**src/rtl/hex_display_scanner.sv**
```systemverilog
// Time-multiplexed hex readout of a 16-bit word on a 4-digit common-anode display.
// A pending/shadow double buffer means a digit can only change at a frame boundary.
module hex_display_scanner #(
  parameter  int REFRESH_DIV = 100000,
  localparam int CNT_W       = $clog2(REFRESH_DIV)
) (
  input  logic        clk,
  input  logic        reset,
  input  logic [15:0] value,
  input  logic        value_valid,
  input  logic [3:0]  dp,
  input  logic        blank_lz,
  output logic [3:0]  an,
  output logic [6:0]  seg,
  output logic        dp_n,
  output logic        frame_done
);

  logic [CNT_W-1:0] cnt_q, cnt_d;
  logic [1:0]       idx_q, idx_d;
  logic             active_q, active_d;
  logic [15:0]      pend_val_q, pend_val_d;
  logic [3:0]       pend_dp_q, pend_dp_d;
  logic             pend_blz_q, pend_blz_d;
  logic [15:0]      shd_val_q, shd_val_d;
  logic [3:0]       shd_dp_q, shd_dp_d;
  logic             shd_blz_q, shd_blz_d;
  logic [3:0]       an_q, an_d;
  logic [6:0]       seg_q, seg_d;
  logic             dpn_q, dpn_d;

  logic             tick;
  logic             boundary;
  logic [3:0]       nibble;
  logic             blanked;

  function automatic logic [6:0] hex_to_seg(input logic [3:0] h);
    logic [6:0] s;
    case (h)
      4'h0: s = 7'h40;
      4'h1: s = 7'h79;
      4'h2: s = 7'h24;
      4'h3: s = 7'h30;
      4'h4: s = 7'h19;
      4'h5: s = 7'h12;
      4'h6: s = 7'h02;
      4'h7: s = 7'h78;
      4'h8: s = 7'h00;
      4'h9: s = 7'h10;
      4'hA: s = 7'h08;
      4'hB: s = 7'h03;
      4'hC: s = 7'h46;
      4'hD: s = 7'h21;
      4'hE: s = 7'h06;
      default: s = 7'h0E;
    endcase
    return s;
  endfunction

  assign tick       = (cnt_q == CNT_W'(REFRESH_DIV - 1));
  assign boundary   = tick && (idx_q == 2'd3);
  assign frame_done = boundary;

  always_comb begin
    cnt_d    = tick ? '0 : cnt_q + CNT_W'(1);
    idx_d    = tick ? idx_q + 2'd1 : idx_q;
    active_d = active_q | tick;
  end

  // A strobe on the boundary cycle skips pending and lands in shadow directly.
  always_comb begin
    pend_val_d = pend_val_q;
    pend_dp_d  = pend_dp_q;
    pend_blz_d = pend_blz_q;
    shd_val_d  = shd_val_q;
    shd_dp_d   = shd_dp_q;
    shd_blz_d  = shd_blz_q;
    if (value_valid) begin
      pend_val_d = value;
      pend_dp_d  = dp;
      pend_blz_d = blank_lz;
    end
    if (boundary) begin
      shd_val_d = pend_val_d;
      shd_dp_d  = pend_dp_d;
      shd_blz_d = pend_blz_d;
    end
  end

  always_comb begin
    nibble  = 4'h0;
    blanked = 1'b0;
    case (idx_d)
      2'd0: nibble = shd_val_d[3:0];
      2'd1: nibble = shd_val_d[7:4];
      2'd2: nibble = shd_val_d[11:8];
      default: nibble = shd_val_d[15:12];
    endcase
    // Digit 0 always shows, so a zero value still reads "0".
    case (idx_d)
      2'd1: blanked = shd_blz_d && (shd_val_d[15:4] == 12'h000);
      2'd2: blanked = shd_blz_d && (shd_val_d[15:8] == 8'h00);
      2'd3: blanked = shd_blz_d && (shd_val_d[15:12] == 4'h0);
      default: blanked = 1'b0;
    endcase
  end

  always_comb begin
    an_d  = 4'hF;
    seg_d = 7'h7F;
    dpn_d = 1'b1;
    if (active_d && !blanked) begin
      an_d  = ~(4'b0001 << idx_d);
      seg_d = hex_to_seg(nibble);
      dpn_d = ~shd_dp_d[idx_d];
    end
  end

  always_ff @(posedge clk or posedge reset) begin
    if (reset) begin
      cnt_q      <= '0;
      idx_q      <= 2'd3;
      active_q   <= 1'b0;
      pend_val_q <= 16'h0000;
      pend_dp_q  <= 4'h0;
      pend_blz_q <= 1'b0;
      shd_val_q  <= 16'h0000;
      shd_dp_q   <= 4'h0;
      shd_blz_q  <= 1'b0;
      an_q       <= 4'hF;
      seg_q      <= 7'h7F;
      dpn_q      <= 1'b1;
    end else begin
      cnt_q      <= cnt_d;
      idx_q      <= idx_d;
      active_q   <= active_d;
      pend_val_q <= pend_val_d;
      pend_dp_q  <= pend_dp_d;
      pend_blz_q <= pend_blz_d;
      shd_val_q  <= shd_val_d;
      shd_dp_q   <= shd_dp_d;
      shd_blz_q  <= shd_blz_d;
      an_q       <= an_d;
      seg_q      <= seg_d;
      dpn_q      <= dpn_d;
    end
  end

  assign an   = an_q;
  assign seg  = seg_q;
  assign dp_n = dpn_q;

endmodule
```
**config.mk**
```make
export PLATFORM = sky130hd
export DESIGN_NAME = hex_display_scanner
export DESIGN_NICKNAME = d
export VERILOG_FILES = /design/src/rtl/hex_display_scanner.sv
export SDC_FILE = /design/constraint.sdc
export NUM_CORES = 1
export LEC_CHECK = 0
export CAP_MARGIN = 20
export CORE_MARGIN = 2
export CORE_UTILIZATION = 60
export DETAILED_ROUTE_END_ITERATION = 10
export MAX_ROUTING_LAYER = met4
export PLACE_DENSITY = 0.9
export SYNTH_ARGS = -nofsm -noshare
export SYNTH_HDL_FRONTEND = slang
export SYNTH_SLANG_ARGS = --single-unit
```
**constraint.sdc**
```tcl
create_clock -name clk -period 9.05 [get_ports clk]
set_clock_uncertainty 0.15 [all_clocks]
set_input_delay 1.81 -clock clk [delete_from_list [all_inputs] [get_ports clk]]
set_output_delay 1.81 -clock clk [all_outputs]
set_load 0.02 [all_outputs]
```
After elaboration in Yosys (flattened, before gate mapping)
Memories as Yosys holds them, arrays and structs flattened.
Cells that the tools add are included.
{ "op_classes": {"addsub": 2, "order_cmp": 1, "eq_ne": 5, "n_shift": 1, "muxes": 15, "bitwise_logic": 3, "n_reduce_logical": 10} }
{ "op_table": {"columns": ["operator", "n"], "rows": [
  ["16-bit two-way mux", 2],
  ["17-bit by 1-bit adder with 17-bit output (second input constant)", 1],
  ["17-bit equality test (second input constant)", 1],
  ["17-bit two-way mux", 1],
  ["12-bit zero test", 1],
  ["4-bit two-way mux", 3],
  ["4-bit case mux with 3 select lines", 1],
  ["8-bit zero test", 1],
  ["7-bit two-way mux", 1],
  ["2-bit equality test (second input constant)", 3],
  ["1-bit logical AND", 5],
  ["4-bit zero test", 1],
  ["1-bit two-way mux", 4],
  ["4-bit NOT", 1],
  ["1-bit by 2-bit << shifter with 4-bit output (first input constant)", 1],
  ["2-bit by 3-bit < comparator with 1-bit output (second input constant)", 1],
  ["1-bit case mux with 3 select lines", 1],
  ["2-bit by 1-bit adder with 2-bit output (second input constant)", 1],
  ["1-bit binary-select mux with 2-bit select", 1],
  ["2-bit by 1-bit equality test with 1-bit output (second input constant)", 1],
  ["2-bit zero test", 1],
  ["2-bit two-way mux", 1],
  ["1-bit zero test", 1],
  ["1-bit NOT", 1],
  ["1-bit bitwise OR", 1]
]} }
{ "word_totals": {"regBits": 74, "romBits": 112, "input_bits": 24, "out_inout_bits": 13, "mem_count": 1} }
{ "memory_table": {"columns": ["memory", "words", "width", "read_ports", "rd_clocked_by_memory_dff", "wr", "line", "source"], "rows": [
  ["(name not given)", 16, 7, 1, 0, 0, "39", "case (h)"]
]} }

Depth between registers and ports, before layout
Gate-level depths: netlist (run 1).
{ "logic_depth": {"depth_word": 9, "depth_mapped": 15, "mapped_depth_nobuf": 15} }

Least setup slack after synthesis (run 1)
No wires, ideal clock.
{ "synth_timing": {"path_type": "input -> register", "start": "input value_valid", "end": "register seg_q[3], in the netlist seg[3]", "t_arrival_ps": 4256, "t_required_ps": 8822, "path_slack_ps": 4566, "path_stages": 11, "n_path_buf": 2, "path_cell_list": "buf_2 > buf_2 > mux2_2 > mux2_2 > and3_1 > nor3b_1 > inv_1 > ha_1 > mux2_2 > mux2i_1 > nand2_1"} }
{ "synth_between": {"elab_chain_len": 8, "word_cells_on_any_way": 16} }
{ "synth_lines": {"columns": ["item", "line", "source"], "rows": [
  ["start, declared", "10", "input logic value_valid,"],
  ["16-bit two-way mux *", "78", "if (value_valid) begin"],
  ["named net pend_val_d[5]", "22", "logic [15:0] pend_val_q, pend_val_d;"],
  ["16-bit two-way mux *", "83", "if (boundary) begin"],
  ["named net shd_val_d[5]", "25", "logic [15:0] shd_val_q, shd_val_d;"],
  ["parallel branches: the longest is 5 deep, another holds memory 16 x 7 bit", null, null],
  ["7-bit two-way mux *", "112", "if (active_d && !blanked) begin"],
  ["named net seg_d[3]", "29", "logic [6:0] seg_q, seg_d;"],
  ["end signal, assigned", "144", "seg_q <= seg_d;"],
  ["end, declared", "29", null]
]} }
Mark *: on every way through the listed nets, which the timed path passes.

Worst setup path after layout (run 1)
{ "layout_timing": {"start": "register idx_q[0]", "end": "output frame_done"} }
{ "layout_between": {"elab_chain_len": 2} }
{ "layout_lines": {"columns": ["item", "line", "source"], "rows": [
  ["start, declared", "20", "logic [1:0] idx_q, idx_d;"],
  ["start signal, assigned", "135", "idx_q <= idx_d;"],
  ["2-bit equality test", "61", "assign boundary = tick && (idx_q == 2'd3);"],
  ["1-bit logical AND", "61", null],
  ["end, declared", "16", "output logic frame_done"]
]} }
Every way passes these cells.

==> reports/qor.csv, run 1 <==
metric,value,unit
nNetsFinal,411,
viasPerCell,5.82,
crit_chain,ha_1 -> nand2_2 -> inv_1 -> clkdlybuf4s50_1,
ys_seq_area_share,50.4,%
ir_worst_vdd,0.000104,V
ys_ff_latch,74,
power_leakage,1.94,nW
syn_nets,377,
slowest_stage,ha_1,
finish.instance_area,4310,µm²
instances_no_fill,461,
path_class,reg2out,
whs,331,ps
grt-ovfl-total,0,
regArea,1870,µm²
tritoncts,done,
yosys_warnings,0,
grt_usage,24.4,%
clockBufferDepth,2,
final-max-slew-violation-count,0,
critical_path.max_stage_delay,710,ps
synth_cells,347,
netlist_area,3710,µm²
cp_max_fo,29,
wl_per_cell,16.1,µm
worst_hold_path_type,reg2reg,
antenna_cells,0,
die_x,82.7,µm
pin_count,37,
post_cts_buffers,0,
clock-sinks,74,
grt_max_degree,75,
place_area,4090,µm²
clock_latency,360,ps
required,7090,ps
grt_pass1_vias,2535,
worstSetupEndpointType,output pin,
cp-start-kind,flip-flop,
fill_cells,445,
dp.final_hpwl,5.20,mm
first_pass_iters,4,
hold_violations,0,
critPathTopFamily,buffers and inverters,
dr.first_iter.drc_count,205,
placeableCoreArea,5960,µm²
cts_hold_buf,0,
period_needed,5410,ps
synth_cell_types,53,
area_growth,16.0,%
fp.dieArea,6830,µm²
cap_violations,0,
synth_edf_count,0,
place_inst,443,
drc,0,
vias,2683,
portBuffers,36,
gp_congestion,0.873,
fin_crit_sh,59.8,%
die_h,82.7,µm
rsz0062_at_grt,false,
ys.flop_type,dfrtp_1,
rows,28,
cellPowerDensity,143,nW/µm²
setup_viol,0,
relSlewSlack,40.8,%
multi_input_area,1670,µm²
drtAntennaViolNets,0,
tightest_slew,882,ps
wl,7.43,mm
final_layout_size_suffix_gt1_share,16.8,%
numCtsBuffers,9,
max_freq,0.185,GHz
ctsResizeCount,0,
status,finished clean,
grt_pass1_wl,12.0,mm
antenna_found_initial,0,
async_flop_share,100,%
path_clk_slew,70,ps
cp_num_buf_inv,2,
fin_tns_setup,0,ps
start_util,62.3,%
clockRootBuffer,clkbuf_8,
postSynthAreaPerCell,10.7,µm²
htreeDepth,3,
worstPathArrival,3450,ps
==> synthesized netlist by cell type (7+ instances only) <==
library cell	n	area, µm²
nor2_1	29	109
o21ai_0	17	85.1
xor2_1	8	70.1
nand4_1	7	43.8
dfstp_2	14	368
mux2_2	20	225
xnor2_1	9	78.8
inv_1	23	86.3
nand3_1	13	65.1
dfrtp_1	60	1500
nand2_1	31	116
mux2i_1	20	200
clkbuf_1	9	33.8
==> metrics by stage <==
step	setup WS, ps	utilization [%]	total power [mW]
2_1_floorplan	4570	-	0.368
3_3_place_gp	3570	68.7	0.384
3_5_place_dp	3350	68.7	0.386
4_1_cts	3640	71.7	0.615
5_1_grt	3380	72.3	0.636
6_report	3640	72.3	0.614
==> state kept, by name (all words and copies together), names as in the netlist <==
register / count
shd_blz_q: 1
dp_n: 1
seg: 7
shd_dp_q: 4
shd_val_q: 16
cnt_q: 17
idx_q: 2
pend_val_q: 16
an: 4
pend_dp_q: 4
pend_blz_q: 1
active_q: 1
==> worst paths after layout <==
path / startpoint / slack, ps / to / cells after the start
min reg2reg: cnt_q[0] / 330 / cnt_q[0] / 1
min in group asynchronous: reset / 1890 / shd_dp_q[3] / 3
max reg2reg: idx_q[0] / 4530 / seg[3] / 11
max in group asynchronous: reset / 6270 / cnt_q[6] / 3
min: cnt_q[0] / 330 / cnt_q[0] / 1
max: idx_q[0] / 3640 / frame_done / 4
==> power breakdown <==
part	leakage [nW]	internal (mW)	switching, mW	total [mW]
Sequential	0.855	0.340	0.00287	0.343
Combinational	0.997	0.0180	0.0199	0.0378
Clock	0.0847	0.107	0.127	0.233
==> placed cells by master (no fill, tap or decap), types with 7 or more instances in the layout <==
master / n
o21ai_0: 17
clkdlybuf4s50_1: 36
xnor2_1: 9
inv_1: 22
mux2i_1: 20
nand4_1: 7
clkbuf_8: 10
mux2_2: 20
dfrtp_1: 60
nand3_1: 13
nand2_1: 31
nor2_1: 29
dfstp_2: 14
xor2_1: 8
==> logic make-up (layout without fill, tap and decap cells) <==
| kind of cell | after synthesis | count (layout) | synth area share, % |
|---|---|---|---|
| muxes | 43 | 43 | 13.3 |
| and+or+nand+nor | 111 | 111 | 15.7 |
| xor gates and xnor gates | 17 | 17 | 4.01 |
| DFF | 74 | 74 | 50.4 |
| AOI/OAI and AO/OA | 56 | 56 | 10.0 |
| adders and majority gates | 6 | 6 | 2.02 |
| buffers and inverters | 40 | 79 | 4.58 |
==> metal layers <==
layer	up-vias	GRT usage, %	routed length [µm]
met5	-	-	0
li1	1288	-	-
met3	20	5.00	367
met2	78	36.9	3580
met4	0	11.0	185
met1	1297	31.9	3300
==> cell type report <==
| cell class | instances | share of cell area (%) |
|---|---|---|
| multi-input cells | 233 | 38.9 |
| flip-flops and latches | 74 | 43.4 |
| clock buffers | 10 | 3.20 |
| well taps | 75 | 2.18 |
| clock inverters | 6 | 0.959 |
| repair buffers | 39 | 9.30 |
| inverters | 24 | 2.09 |
Note: power is estimated with default switching activity, not from simulation.
==> run 2, diff against run 1 <==
--- a/config.mk
+++ b/config.mk
@@ -7,10 +7,10 @@
 export LEC_CHECK = 0
 export CAP_MARGIN = 20
 export CORE_MARGIN = 2
-export CORE_UTILIZATION = 60
+export CORE_UTILIZATION = 57
 export DETAILED_ROUTE_END_ITERATION = 10
 export MAX_ROUTING_LAYER = met4
-export PLACE_DENSITY = 0.9
+export PLACE_DENSITY = 0.87
 export SYNTH_ARGS = -nofsm -noshare
 export SYNTH_HDL_FRONTEND = slang
 export SYNTH_SLANG_ARGS = --single-unit
==> constraint.sdc (replaced) <==
create_clock -name clk -period 5.4 [get_ports clk]
set_clock_uncertainty 0.15 [all_clocks]
set_input_delay 1.08 -clock clk [delete_from_list [all_inputs] [get_ports clk]]
set_output_delay 1.08 -clock clk [all_outputs]
set_load 0.02 [all_outputs]
==> run 2 against run 1 <==
  * Global-route usage fell by 0.17 points
  * Setup slack got worse by 2600 ps
  * Clock power rose by 120%
  * First-iteration DRC count fell by 18%
  * Worst hold slack improved by 9.2 ps
  * Flip-flop and latch count did not move
  * Routed wire length rose by 5.1%
  * Sequential share of layout area fell by 0.89 points
  * Cell count rose by 1.3%
  * Register-to-register slack got worse by 3400 ps
  * Die area rose by 5.0%
  * Critical path depth rose by 2
==> reports/qor.csv, run 2 (same netlist as run 1, synthesis figures left out) <==
metric,value,unit,change
setup_viol,0,,unchanged
reg2reg_from,cnt_q[11],,was idx_q[0]
rows,29,,was 28
period_needed,4390,ps,
cellPowerDensity,263,nW/µm²,was 143 nW/µm²
min_from,cnt_q[0],,unchanged
clockRootBuffer,clkbuf_8,,unchanged
ctsResizeCount,0,,unchanged
largest_reg_flops,17,,unchanged
critical_path.max_stage_delay,690,ps,was 710 ps
largest_register,cnt_q,,unchanged
htreeDepth,3,,unchanged
drtAntennaViolNets,0,,unchanged
grt-ovfl-total,0,,unchanged
crit_chain,or4_4 -> nor4_4 -> nand2_2 -> buf_4 -> inv_1 -> clkdlybuf4s50_1,,was ha_1 -> nand2_2 -> inv_1 -> clkdlybuf4s50_1
max_freq,0.228,GHz,
grt_pass1_wl,13.3,mm,was 12.0 mm
final_core_util,69.6,%,was 72.3%
finalWorstSetupSlack,1010,ps,was 3640 ps
worst_hold_path_type,reg2reg,,unchanged
cp-start-kind,flip-flop,,unchanged
antenna_found_initial,0,,unchanged
antenna_cells,0,,unchanged
portBuffers,36,,unchanged
crit_start,cnt_q[11],,was idx_q[0]
clock-sinks,74,,unchanged
clockBufferDepth,2,,unchanged
post_cts_buffers,0,,unchanged
total_power,1.16,mW,was 614 µW
nNetsFinal,415,,was 411
finish.instance_area,4400,µm²,was 4310 µm²
mostFrequentLayoutCells,"dfrtp_1, clkdlybuf4s50_1, nand2_1",,unchanged
fin_tns_setup,0,ps,unchanged
hold_violations,0,,unchanged
die_h,84.7,µm,was 82.7 µm
worst-r2r-cell-count,13,,was 11
wl,7.81,mm,was 7.43 mm
hold_path_depth,1,,unchanged
critPathTopFamily,buffers and inverters,,unchanged
final-max-slew-violation-count,0,,unchanged
clock_latency,350,ps,was 360 ps
wl_per_cell,16.7,µm,was 16.1 µm
tritoncts,done,,unchanged
cts_hold_buf,0,,unchanged
vias,2729,,was 2683
place_area,4130,µm²,was 4090 µm²
rrSetupSlack,1130,ps,was 4530 ps
grt_pass1_vias,2758,,was 2535
power_leakage,1.99,nW,was 1.94 nW
status,finished clean,,unchanged
cp_num_buf_inv,3,,was 2
final_layout_size_suffix_gt1_share,17.2,%,was 16.8%
ir_worst_vdd,0.000180,V,was 0.000104 V
relSlewSlack,35.8,%,was 40.8%
path_class,reg2out,,unchanged
path_clk_slew,80,ps,was 70 ps
pin_count,37,,unchanged
viasPerCell,5.84,,was 5.82
cap_violations,0,,unchanged
required,4170,ps,was 7090 ps
slowest_stage,clkdlybuf4s50_1,,was ha_1
area_growth,18.4,%,was 16.0%
placeableCoreArea,6310,µm²,was 5960 µm²
start_util,58.8,%,was 62.3%
dp.final_hpwl,5.31,mm,was 5.20 mm
top_regs,"cnt_q: 17 flops, pend_val_q: 16 flops, shd_val_q: 16 flops",,unchanged
fp.dieArea,7170,µm²,was 6830 µm²
hold-path-endpoint,cnt_q[0],,unchanged
first_pass_iters,5,,was 4
gp_congestion,0.851,,was 0.873
final_common_cell,dfrtp_1,,unchanged
numCtsBuffers,9,,unchanged
grt_usage,24.2,%,was 24.4%
fin_crit_sh,81.3,%,
rsz0062_at_grt,false,,unchanged
drc,0,,unchanged
grt_max_degree,52,,was 75
dp_slack,862,ps,was 3350 ps
cp_max_fo,29,,unchanged
worstPathArrival,3160,ps,was 3450 ps
worstSetupEndpointType,output pin,,unchanged
die_x,84.7,µm,was 82.7 µm
dr.first_iter.drc_count,168,,was 205
tightest_slew,956,ps,was 882 ps
r2r-end,seg[3],,unchanged
==> run 2: cell type report <==
class / count / area, µm²
fill: 464 / 1920
sequential: 74 / 1870
multi-input combinational: 233 / 1670
timing repair buffer: 43 / 423
clock buffer: 12 / 145
clock inverter: 4 / 98.8
tap: 77 / 96.3
inverter: 24 / 90.1
==> run 2: power by group <==
group | switching, mW | total, mW | internal [mW]
Clock | 0.199 | 0.520 | 0.321
Sequential | 0.00439 | 0.574 | 0.570
Combinational | 0.0326 | 0.0631 | 0.0305
Total | 0.236 | 1.16 | 0.921
==> run 2: how the worst max path moves through the flow <==
stage / cells past startpoint / to
after global routing: 13 / seg[3]
after detailed placement: 11 / seg[3]
after global placement: 11 / seg[3]
final: 6 / frame_done
after CTS: 6 / frame_done
after floorplan: 11 / seg[3]
==> run 2: stage by stage <==
| step | instances | hold slack, ps |
|---|---|---|
| floorplan | 347 | 299 |
| global placement | 449 | 318 |
| detailed placement | 449 | 334 |
| CTS | 465 | 346 |
| global route | 467 | 367 |
| finish | 467 | 340 |
==> run 2: per-layer routing <==
layer | vias up | GRT usage (%) | share of wire, %
li1 | 1295 | - | -
met1 | 1312 | 33.1 | 46
met2 | 102 | 36.3 | 46
met3 | 20 | 4.23 | 5.4
met4 | 0 | 9.52 | 2.2
met5 | - | - | 0
==> run 3, diff against run 2 <==
==> constraint.sdc (replaced) <==
create_clock -name clk -period 4.25 [get_ports clk]
set_clock_uncertainty 0.15 [all_clocks]
set_input_delay 0.85 -clock clk [delete_from_list [all_inputs] [get_ports clk]]
set_output_delay 0.85 -clock clk [all_outputs]
set_load 0.02 [all_outputs]
==> run 3 against run 2 <==
  * Critical endpoint unchanged
  * Largest power group unchanged
  * Non-clock buffer count up 1
  * Worst hold slack worse by 4.2 ps
  * Register-to-register slack worse by 740 ps
  * Die area unchanged
  * Via count down 1.0%
==> reports/qor.csv, run 3 (same netlist as run 1, synthesis figures left out) <==
metric,value,unit,change
status,finished clean,,unchanged
die_x,84.7,µm,unchanged
post_cts_buffers,0,,unchanged
period_needed,3870,ps,
final_common_cell,dfrtp_1,,unchanged
worstPathArrival,2870,ps,was 3160 ps
grt-ovfl-total,0,,unchanged
first_pass_iters,4,,was 5
fin_crit_sh,91.0,%,
viasPerCell,5.77,,was 5.84
grt_pass1_wl,12.5,mm,was 13.3 mm
top_regs,"cnt_q: 17 flops, pend_val_q: 16 flops, shd_val_q: 16 flops",,unchanged
setup_viol,0,,unchanged
portBuffers,36,,unchanged
place_area,4150,µm²,was 4130 µm²
ctsResizeCount,0,,unchanged
largest_register,cnt_q,,unchanged
required,3250,ps,was 4170 ps
cp_max_fo,8,,was 29
cellPowerDensity,333,nW/µm²,was 263 nW/µm²
crit_chain,or4_4 -> nor4_4 -> nand2_2 -> inv_1 -> buf_4 -> clkdlybuf4s50_1,,was or4_4 -> nor4_4 -> nand2_2 -> buf_4 -> inv_1 -> clkdlybuf4s50_1
path_clk_slew,70,ps,was 80 ps
finalWorstSetupSlack,383,ps,was 1010 ps
critical_path.max_stage_delay,600,ps,was 690 ps
numCtsBuffers,9,,unchanged
drc,0,,unchanged
area_growth,18.6,%,was 18.4%
slowest_stage,or4_4,,was clkdlybuf4s50_1
antenna_found_initial,0,,unchanged
fin_tns_setup,0,ps,unchanged
total_power,1.47,mW,was 1.16 mW
worst_hold_path_type,reg2reg,,unchanged
placeableCoreArea,6310,µm²,unchanged
antenna_cells,0,,unchanged
pin_count,37,,unchanged
vias,2701,,was 2729
clock_latency,350,ps,about the same
htreeDepth,3,,unchanged
tightest_slew,734,ps,was 956 ps
die_h,84.7,µm,unchanged
gp_congestion,0.919,,was 0.851
dp_slack,268,ps,was 862 ps
max_freq,0.259,GHz,
final_core_util,69.7,%,was 69.6%
rows,29,,unchanged
grt_max_degree,50,,was 52
cts_hold_buf,0,,unchanged
clockRootBuffer,clkbuf_8,,unchanged
worstSetupEndpointType,output pin,,unchanged
grt_usage,22.6,%,was 24.2%
dp.final_hpwl,5.16,mm,was 5.31 mm
mostFrequentLayoutCells,"dfrtp_1, clkdlybuf4s50_1, nand2_1",,unchanged
hold_violations,0,,unchanged
final-max-slew-violation-count,0,,unchanged
final_layout_size_suffix_gt1_share,17.6,%,was 17.2%
finish.instance_area,4400,µm²,about the same
fp.dieArea,7170,µm²,unchanged
cp-start-kind,flip-flop,,unchanged
wl_per_cell,15.6,µm,was 16.7 µm
rsz0062_at_grt,false,,unchanged
power_leakage,1.99,nW,about the same
clockBufferDepth,2,,unchanged
whs,336,ps,was 340 ps
largest_reg_flops,17,,unchanged
drtAntennaViolNets,0,,unchanged
grt_pass1_vias,2726,,was 2758
clock-sinks,74,,unchanged
place_inst,451,,was 449
cap_violations,0,,unchanged
relSlewSlack,51.1,%,was 35.8%
ir_worst_vdd,0.000219,V,was 0.000180 V
start_util,58.8,%,unchanged
tritoncts,done,,unchanged
nNetsFinal,416,,was 415
instances_no_fill,468,,was 467
dr.first_iter.drc_count,150,,was 168
path_class,reg2out,,unchanged
wl,7.29,mm,was 7.81 mm
-- run 3: worst paths after layout --
path,start,to,slack [ps],cells after the start
max in group asynchronous,reset,shd_val_q[6],2230,3
max reg2reg,cnt_q[11],seg[3],390,12
max,cnt_q[11],frame_done,380,6
min in group asynchronous,reset,shd_val_q[9],720,2
min reg2reg,cnt_q[0],cnt_q[0],340,1
min,cnt_q[0],cnt_q[0],340,1
-- run 3: cell type report --
class | count | area (µm²)
Sequential cell | 74 | 1870
Multi-Input combinational cell | 233 | 1670
Tap cell | 77 | 96.3
Fill cell | 442 | 1910
Clock inverter | 6 | 115
Clock buffer | 10 | 128
Inverter | 24 | 90.1
Timing Repair Buffer | 44 | 430
-- run 3: routing by layer --
layer / part of all wire (%) / global-route usage, % / vias up
met5: 0 / - / -
met4: 2.2 / 8.66 / 0
met3: 5.7 / 5.80 / 16
met2: 47 / 33.8 / 89
met1: 45 / 30.0 / 1298
li1: - / - / 1298
-- run 3: report_power, final --
group	switching [mW]	leakage, nW	internal [mW]
combinational	0.0415	1.02	0.0375
clock	0.266	0.117	0.392
sequential	0.00506	0.855	0.724
-- run 3: worst max-delay path: cells and delay by family (launching register included) --
family        cells  cell delay, ps
flops             1             440
buf+inv           3            1050
simple gates      3            1030
